### config.mk
export PLATFORM = sky130hd
export DESIGN_NAME = ifetch_queue
export DESIGN_NICKNAME = d
export VERILOG_FILES = /design/src/rtl/ifetch_queue.sv
export SDC_FILE = /design/constraint.sdc
export NUM_CORES = 1
export LEC_CHECK = 0
export ABC_AREA = 0
export CORE_ASPECT_RATIO = 0.9
export CORE_MARGIN = 5
export CORE_UTILIZATION = 50
export CTS_CLUSTER_SIZE = 12
export DETAILED_ROUTE_END_ITERATION = 10
export GPL_TIMING_DRIVEN = 0
export PLACE_DENSITY_LB_ADDON = 0.25
export SYNTH_ARGS = -nofsm -noshare
export SYNTH_HDL_FRONTEND = slang
export SYNTH_SLANG_ARGS = --single-unit
### constraint.sdc
create_clock -name clk -period 6.4 [get_ports clk]
set_input_delay 0.96 -clock clk [delete_from_list [all_inputs] [get_ports clk]]
set_output_delay 0.96 -clock clk [all_outputs]
set_load 0.02 [all_outputs]
### src/rtl/ifetch_queue.sv
// ifetch_queue: in-order buffer between the PC register / instruction memory
// and decode. Each entry holds one {PC, instruction} pair. The queue uses a
// valid/ready handshake on both sides so decode can stall without losing
// fetched words. A synchronous flush empties the queue on a redirect.
//
// Ports:
//   clk        rising-edge clock
//   reset      asynchronous active-low reset (0 = reset asserted)
//   in_valid   upstream presents a fetched pair
//   in_ready   queue can accept a pair (count != DEPTH)
//   in_pc      PC of the fetched instruction
//   in_instr   fetched instruction word
//   out_valid  head entry is valid for decode (count != 0)
//   out_ready  decode consumes the head entry
//   out_pc     PC of the head entry
//   out_instr  instruction of the head entry
//   flush      discard all entries; has priority over push and pop
//   count      current occupancy, 0..DEPTH
//
// All status and data outputs are decoded from registers only. There is no
// empty-queue bypass, so the minimum latency from push to out_valid is one
// cycle. A full queue does not accept a push even when a pop happens in the
// same cycle.
module ifetch_queue #(
    parameter  int WIDTH = 32,
    parameter  int DEPTH = 4,
    localparam int AW    = $clog2(DEPTH)
) (
    input  logic             clk,
    input  logic             reset,
    input  logic             in_valid,
    output logic             in_ready,
    input  logic [WIDTH-1:0] in_pc,
    input  logic [WIDTH-1:0] in_instr,
    output logic             out_valid,
    input  logic             out_ready,
    output logic [WIDTH-1:0] out_pc,
    output logic [WIDTH-1:0] out_instr,
    input  logic             flush,
    output logic [AW:0]      count
);

    localparam logic [AW:0] FULL_COUNT = (AW+1)'(DEPTH);
    localparam logic [AW:0] ONE_COUNT  = (AW+1)'(1);
    localparam logic [AW-1:0] ONE_PTR  = AW'(1);

    logic [WIDTH-1:0] mem_pc    [DEPTH];
    logic [WIDTH-1:0] mem_instr [DEPTH];
    logic [AW-1:0]    wr_ptr;
    logic [AW-1:0]    rd_ptr;
    logic [AW:0]      count_q;

    logic do_push;
    logic do_pop;

    // Ready/valid come only from the occupancy register.
    assign in_ready  = (count_q != FULL_COUNT);
    assign out_valid = (count_q != '0);
    assign count     = count_q;

    assign out_pc    = mem_pc[rd_ptr];
    assign out_instr = mem_instr[rd_ptr];

    assign do_push = in_valid  && in_ready  && !flush;
    assign do_pop  = out_valid && out_ready && !flush;

    // Pointers and occupancy. DEPTH is a power of two, so the pointers wrap
    // from DEPTH-1 to 0 through natural overflow.
    always_ff @(posedge clk or negedge reset) begin
        if (!reset) begin
            wr_ptr  <= '0;
            rd_ptr  <= '0;
            count_q <= '0;
        end else if (flush) begin
            wr_ptr  <= '0;
            rd_ptr  <= '0;
            count_q <= '0;
        end else begin
            if (do_push) begin
                wr_ptr <= wr_ptr + ONE_PTR;
            end
            if (do_pop) begin
                rd_ptr <= rd_ptr + ONE_PTR;
            end
            case ({do_push, do_pop})
                2'b10:   count_q <= count_q + ONE_COUNT;
                2'b01:   count_q <= count_q - ONE_COUNT;
                default: count_q <= count_q;
            endcase
        end
    end

    // Storage is cleared on reset so out_pc/out_instr read as zero; a flush
    // leaves contents in place because out_valid already masks them.
    always_ff @(posedge clk or negedge reset) begin
        if (!reset) begin
            for (int i = 0; i < DEPTH; i++) begin
                mem_pc[i]    <= '0;
                mem_instr[i] <= '0;
            end
        end else if (do_push) begin
            mem_pc[wr_ptr]    <= in_pc;
            mem_instr[wr_ptr] <= in_instr;
        end
    end

endmodule

Word level (Yosys, flattened, before mapping)
Cells that the tools add are included.
{ "classes": {"muxes": 16, "n_bitwise": 2, "eq_ne": 3, "magnitude_cmp": 3, "n_reduce_logical": 10, "n_addsub": 4} }
{ "ops": {"columns": ["operator", "count"], "rows": [
  ["$bwmux 128", 2],
  ["$mux 32", 5],
  ["$bmux 32 s2", 2],
  ["$demux 32 s2", 1],
  ["$mux 2", 4],
  ["$ge 3x3->1 const B", 2],
  ["$not 2->3", 2],
  ["$pmux 3 s2", 1],
  ["$reduce_bool 3->1", 2],
  ["$logic_and 1x1->1", 5],
  ["$add 2x1->2 const B", 2],
  ["$reduce_bool 2->1", 2],
  ["$add 3x1->3 const B", 1],
  ["$lt 3x1->1 const B", 1],
  ["$mux 3", 1],
  ["$ne 3x3->1 const B", 1],
  ["$sub 3x1->3 const B", 1],
  ["$eq 2x1->1 const B", 1],
  ["$eq 2x2->1 const B", 1],
  ["$logic_not 1->1", 1]
]} }
{ "word_totals": {"input_bits": 69, "output_inout_bits": 69, "reg_bits": 263} }

Logic depth before layout (Yosys ltp)
Gate-level depths: netlist of the first run.
{ "depth": {"ltp_word": 6, "depth_mapped": 7, "depth_no_buf": 6} }

Worst setup path before layout of the first run
Ideal clock, no wire load.
{ "synth_path": {"kind": "input -> register", "startpoint": "in in_valid", "endpoint": "reg count_q[2] (netlist: count[2])", "setup_slack_ns": 3.806, "path_buffers": 1, "arrival_ns": 2.513, "path_stages": 7, "required_ns": 6.318, "path_cell_list": "clkbuf_1 > o21a_1 > nor3_1 > fa_1 > nand2b_1 > or4_1 > a31oi_1"} }
{ "synth_between": {"elab_chain_cells": 5, "word_cells_on_any_way": 7, "cone_classes": "eq/ne (2); mux (2); reduce/logical (3)"} }
{ "synth_rtl": {"columns": ["element", "line", "text"], "rows": [
  ["from (decl)", "31", "input logic in_valid,"],
  ["$logic_and 1x1->1 (*) (2 in series)", "64", "assign do_push = in_valid && in_ready && !flush;"],
  ["$eq 2x1->1 / $eq 2x2->1 (equally long branches)", "85", "case ({do_push, do_pop})"],
  ["$pmux 3 s2", "85", null],
  ["$mux 3", "74", "end else if (flush) begin"],
  ["to (signal assigned)", "86", "2'b10: count_q <= count_q + ONE_COUNT;"],
  ["to (signal assigned)", "87", "2'b01: count_q <= count_q - ONE_COUNT;"],
  ["to (signal assigned)", "88", "default: count_q <= count_q;"],
  ["to (decl)", "51", "logic [AW:0] count_q;"]
]} }
Every way passes the cells marked *; elsewhere a longest branch is shown, timed or not.
A chain may end at the register's enable or synchronous reset.

Final worst setup path of the first run
{ "layout_path": {"startpoint": "reg rd_ptr[1]", "endpoint": "out out_instr[15]"} }
{ "layout_between": {"elab_chain_cells": 4} }
{ "layout_rtl": {"columns": ["element", "line", "text"], "rows": [
  ["from (decl)", "50", "logic [AW-1:0] rd_ptr;"],
  ["from (signal assigned)", "83", "rd_ptr <= rd_ptr + ONE_PTR;"],
  ["$not 2->3 (implied by the code)", "62", "assign out_instr = mem_instr[rd_ptr];"],
  ["$bmux 32 s2", "62", null],
  ["$mux 32 (implied by the code) (2 in series)", "62", null],
  ["to (decl)", "38", "output logic [WIDTH-1:0] out_instr,"]
]} }
Every way passes these cells. The select of a mux whose other input is x is not followed.

==> summary.md, run 1 <==
| Metric | Value |
|---|---|
| Slowest cell on crit path | `clkbuf_1` |
| Clk_skew | `10.2 ps` |
| Die Y | `156 µm` |
| Min-delay worst type | `input port to async pin` |
| CTS buffer count | `27` |
| Share of cells above drive strength 1 | `46.4%` |
| CP Class | `register to primary output` |
| Cts hold-fix bufs | `0` |
| Compound-Gate Fraction of Synth Area | `0.909%` |
| Fraction of synthesized cell area in xor and xnor cells | `0.222%` |
| Clk buf depth | `3` |
| Minimum clock period | `4050 ps` |
| Starting density of the core | `50.7%` |
| Worst r2r path cells | `7` |
| GRT overflow | `0` |
| Util after Layout | `61.9%` |
| Register area share after synthesis | `55.6%` |
| Drt pass-1 iters | `4` |
| Final hold slack | `244 ps` |
| IO buf count | `136` |
| Antenna cell count | `0` |
| Most frequent cells in the layout | `dfrtp_1, mux2_2, clkdlybuf4s50_1, mux4_2, mux2_4` |
| Status | `finished, final reports clean` |
| Hold Fails Final Rpt | `0` |
| Post-CTS sizing | `0` |
| Leakage power | `0.00628 µW` |
| Largest family of logic cells by synthesized area | `multiplexers` |
| H-tree lvl count | `1` |
| WL per Instance | `22.1 µm` |
| CP endpoint kind | `primary output` |
| Syn Inst Count | `680` |
| Largest net degree at the start of global routing | `133` |
| Netlist Area Pre-Place | `11,800 µm²` |
| DRC | `0` |
| Slew margin rel. | `50.4%` |
| Post-synth ARST share | `100%` |
| Clock Latency Late Sink | `520 ps` |
| Vias per cell | `5.64` |
| Final wirelength | `25,700 µm` |
| DP HPWL | `17,300 µm` |
| GPL Wtd Cong | `0.805` |
| DRT iter0 DRCs | `304` |
| Die area | `26,800 µm²` |
| Core Rows | `53` |
| RSZ-0062 raised after global routing | `false` |
| Clk root buf | `clkbuf_16` |
| Core area | `23,300 µm²` |
| Worst path bufs/invs | `3` |
| Initial antenna violation count | `0` |
| #FFs+latches synth | `263` |
| Post-synthesis mux area share | `38.4%` |
| I/O pin count | `138` |
| Number of synthesized flops with an enable pin | `0` |
| Sum Neg Setup Slack | `0 ps` |
| Worst Setup Start Kind | `register` |
| CP most frequent cell | `clkbuf_1` |
| Register area | `6580 µm²` |
| Area Growth Syn to Fin | `22.1%` |
| Simple-gate share of the synthesized area | `1.36%` |
| GRT Total Usage | `19.8%` |
| Critical path destination | `out_instr[15]` |
| Adder-Cell Fraction of Synth Area | `0.592%` |
| Slew @ Worst Pin | `744 ps` |
| Fin. max-slew vios | `0` |
| FF-to-FF setup slack | `3880 ps` |
| Multi-input gate area | `4910 µm²` |
| Max Cap Violations | `0` |
| Most common cell after layout, fill and taps aside | `dfrtp_1` |
| Peak supply drop | `272 µV` |
| Worst path max stage delay | `640 ps` |
| Routed Antenna Nets | `0` |
| First-pass GRT wire length | `41,900 µm` |
| Number of fill cells | `1,685` |
| Post-CTS setup buffers | `0` |
| CP startpoint | `rd_ptr[1]` |
| Synth unique cells | `39` |
| Worst-path cell chain | `clkbuf_1, clkbuf_1, mux4_2, clkdlybuf4s50_1` |
| Final Cycle Share | `63.3%` |
| Power Density | `375 nW/µm²` |
| Yosys warning total | `0` |
| RR Endpoint | `count[2]` |
| Layout Nets | `921` |
| Mean post-synth cell area | `17.4 µm²` |
| WP data arrival | `3090 ps` |
| Vias | `6,551` |
| Num Clock Sinks | `263` |
| Critical Path Stages | `4` |
| Family with the most delay on the worst path | `buffers and inverters` |
| Fmax | `247 MHz` |
| Synth Flop Type | `dfrtp_1` |
| TritonCTS clock tree | `yes` |
| Die Span X | `172 µm` |
| Final setup fails | `0` |
| Number of global-route vias before repair | `7,506` |
| Crit-path max FO | `10` |
| Worst Path Required | `5440 ps` |
| Reg2reg start | `count[0]` |
| Clock Pin Slew Worst Setup and Hold Paths | `60 ps` |
| Mapped Nets | `754` |
## per-layer routing
metal | share of wire [%] | wire length [µm] | track usage (%)
met5 | 0 | 0 | 0
met4 | 2.0 | 526 | 4.04
met3 | 5.3 | 1350 | 4.03
met2 | 50 | 12800 | 32.7
met1 | 43 | 11000 | 27.5
## power breakdown
group          switching, µW  total, µW  internal, µW
combinational            608       1570           964
clock                    602       1470           871
sequential               240       2370          2130
total                   1450       5410          3960
## cell families (layout without fill, tap and decap cells)
logic type,after synthesis,in the layout
compound gates,16,16
simple gates,24,24
flops,263,263
mux,320,320
xor+xnor,3,3
fa+ha+maj,5,5
buf+inv,49,228
## synthesized netlist by cell type (2+ instances only)
cell      number  area share, %
mux4_2        64             12
xor2_1         2           0.15
inv_1          3          0.095
nand3_2        3           0.25
nor2_1         6           0.19
mux2_2       196             19
mux2_4        60            7.6
ha_1           4           0.42
o21ai_0        4           0.17
clkbuf_1      11           0.35
buf_12         7            1.2
a21oi_1        2          0.085
nand3_1        4           0.17
a31oi_1        2           0.11
buf_2         26            1.1
dfrtp_1      263             56
## state kept, by name (all words and copies together) (netlist names)
register / count
mem_instr: 128
mem_pc: 128
count: 3
rd_ptr: 2
wr_ptr: 2
## area by class of cell
type | instances | share of cell area, %
sequential | 263 | 45.5
timing repair buffer | 138 | 9.84
buffer | 45 | 2.23
tap | 302 | 2.62
inverter | 4 | 0.104
clock inverter | 2 | 0.242
clock buffer | 39 | 5.40
multi-input combinational | 368 | 34.0
## how the worst min path moves through the flow
stage | startpoint | endpoint | slack (ps) | cells past startpoint
after global placement | mem_pc[34] | mem_pc[34] | 480 | 1
after detailed placement | mem_instr[37] | mem_instr[37] | 490 | 1
after floorplan | mem_instr[63] | mem_instr[63] | 470 | 1
after global routing | reset | mem_pc[14] | 220 | 1
final | reset | mem_pc[14] | 240 | 1
after CTS | reset | mem_pc[14] | 220 | 1
## per-stage QoR
stage | cell area [µm²] | total power (µW) | std cells | setup slack, ps
after detailed placement | 13600 | 3980 | 1120 | 2910
after global placement | 13600 | 3880 | 1118 | -5870
after floorplan | 11800 | 3370 | 680 | 3810
final | 14400 | 5410 | 1161 | 2350
after global routing | 14400 | 5690 | 1161 | 2230
after CTS | 14400 | 5480 | 1161 | 2310
Power figures use the tool's default switching activity.
==> run 2: changes to the inputs <==
==> constraint.sdc (replaced) <==
create_clock -name clk -period 3.96 [get_ports clk]
set_input_delay 0.594 -clock clk [delete_from_list [all_inputs] [get_ports clk]]
set_output_delay 0.594 -clock clk [all_outputs]
set_load 0.02 [all_outputs]
==> summary.md, run 2 (synthesis results as in run 1) <==
| Metric | Value |
|---|---|
| Status | `finished, final reports clean` |
| IO buf count | `136` |
| Fmax | `271 MHz` |
| Peak supply drop | `440 µV` |
| Final setup fails | `0` |
| Worst r2r path cells | `7` |
| GRT Total Usage | `19.8%` |
| First-pass GRT wire length | `41,900 µm` |
| Total power | `8750 µW` |
| Number of global-route vias before repair | `7,506` |
| WL per Instance | `22.1 µm` |
| Share of cells above drive strength 1 | `46.4%` |
| Die area | `26,800 µm²` |
| Vias | `6,556` |
| Final wirelength | `25,700 µm` |
| Die Y | `156 µm` |
| Vias per cell | `5.64` |
| Post-CTS setup buffers | `0` |
| Num Clock Sinks | `263` |
| TritonCTS clock tree | `yes` |
| Largest net degree at the start of global routing | `133` |
| I/O pin count | `138` |
| Initial antenna violation count | `0` |
| Most common cell after layout, fill and taps aside | `dfrtp_1` |
| Core area | `23,300 µm²` |
| Area Growth Syn to Fin | `22.2%` |
| Clock Latency Late Sink | `520 ps` |
| Worst min-delay path startpoint | `flush` |
| Die Span X | `172 µm` |
| GPL Wtd Cong | `0.805` |
| Clock Pin Slew Worst Setup and Hold Paths | `60 ps` |
| Drt pass-1 iters | `4` |
| Minimum clock period | `3690 ps` |
| FF-to-FF setup slack | `1450 ps` |
| Clk_skew | `10.7 ps` |
| Min-delay worst type | `input port to register` |
| Layout Nets | `922` |
| H-tree lvl count | `1` |
| Worst Setup Start Kind | `register` |
| CP Class | `register to primary output` |
| Slew @ Worst Pin | `744 ps` |
| RR Endpoint | `count[2]` |
| DRT iter0 DRCs | `307` |
| GRT overflow | `0` |
| Antenna cell count | `0` |
| Fin. max-slew vios | `0` |
| Worst Path Required | `3370 ps` |
| Starting density of the core | `50.7%` |
| Max Cap Violations | `0` |
| Worst Hold Depth | `2` |
| CP endpoint kind | `primary output` |
| Leakage power | `0.00629 µW` |
| Power Density | `605 nW/µm²` |
| CTS buffer count | `27` |
| Hold Crit Endpoint | `wr_ptr[0]` |
| Most frequent cells in the layout | `dfrtp_1, mux2_2, clkdlybuf4s50_1, mux4_2, mux2_4` |
| Core Rows | `53` |
| Util after Layout | `61.9%` |
| Hold Fails Final Rpt | `0` |
| Clk root buf | `clkbuf_16` |
| Reg2reg start | `count[0]` |
| RSZ-0062 raised after global routing | `false` |
| Clk buf depth | `3` |
| Crit-path max FO | `10` |
| DRC | `0` |
| Final Cycle Share | `93.1%` |
| Slew margin rel. | `50.4%` |
| DP HPWL | `17,300 µm` |
| Routed Antenna Nets | `0` |
| WP data arrival | `3090 ps` |
run 2: changes by cell type in the layout (fill, tap and decap cells not counted):
| cell | before | now |
|---|---|---|
| dlygate4sd3_1 | 0 | 1 |
run 2: critical path, stage by stage (launching register included):
cell	delay (ps)
dfrtp_1	340
clkbuf_1	570
clkbuf_1	640
mux4_2	430
clkdlybuf4s50_1	590
run 2: routing by layer:
| metal | GRT usage, % | share of wire [%] | vias up |
|---|---|---|---|
| met5 | 0 | 0 | - |
| met4 | 4.04 | 2.0 | 0 |
| met3 | 4.03 | 5.4 | 38 |
| met2 | 32.7 | 50 | 137 |
| met1 | 27.5 | 43 | 3500 |
| li1 | - | - | 2881 |
run 2: cell type report:
class	count	area, µm²
multi-input combinational	368	4910
fill	1684	8880
timing repair buffer	139	1430
tap	302	378
sequential	263	6580
clock inverter	2	35.0
buffer	45	323
inverter	4	15.0
clock buffer	39	781
run 2: through the flow:
stage	area (µm²)	std cells	worst slack [ps]	setup TNS [ps]	hold WS, ps
2_1_floorplan	11800	680	1670	0	298
3_3_place_gp	13600	1118	-7950	-2084530	481
3_5_place_dp	13600	1120	832	0	406
4_1_cts	14500	1162	239	0	334
5_1_grt	14500	1162	153	0	353
6_report	14500	1162	274	0	362
run 2: how the worst max path moves through the flow:
stage	from	to	slack, ps
3_3_place_gp	reset	mem_instr[44]	-7950
5_1_grt	rd_ptr[1]	out_instr[15]	150
6_report	rd_ptr[1]	out_instr[15]	270
4_1_cts	rd_ptr[1]	out_instr[15]	240
2_1_floorplan	count[0]	count[2]	1670
3_5_place_dp	rd_ptr[1]	out_pc[17]	830
run 2: repair_timing:
item / in CTS / in global routing
hold endpoints to repair: 8 / 0
hold buffers: 1 / 0
endpoints found under the setup margin: 0 / 0
gates resized for setup: 0 / 0
run 2: report_power, final:
group	total (µW)	internal [µW]	leakage (µW)	switching (µW)
registers	3830	3440	0.00331	388
clock network	2380	1410	0.000401	973
logic	2540	1560	0.00258	983
total	8750	6410	0.00629	2340
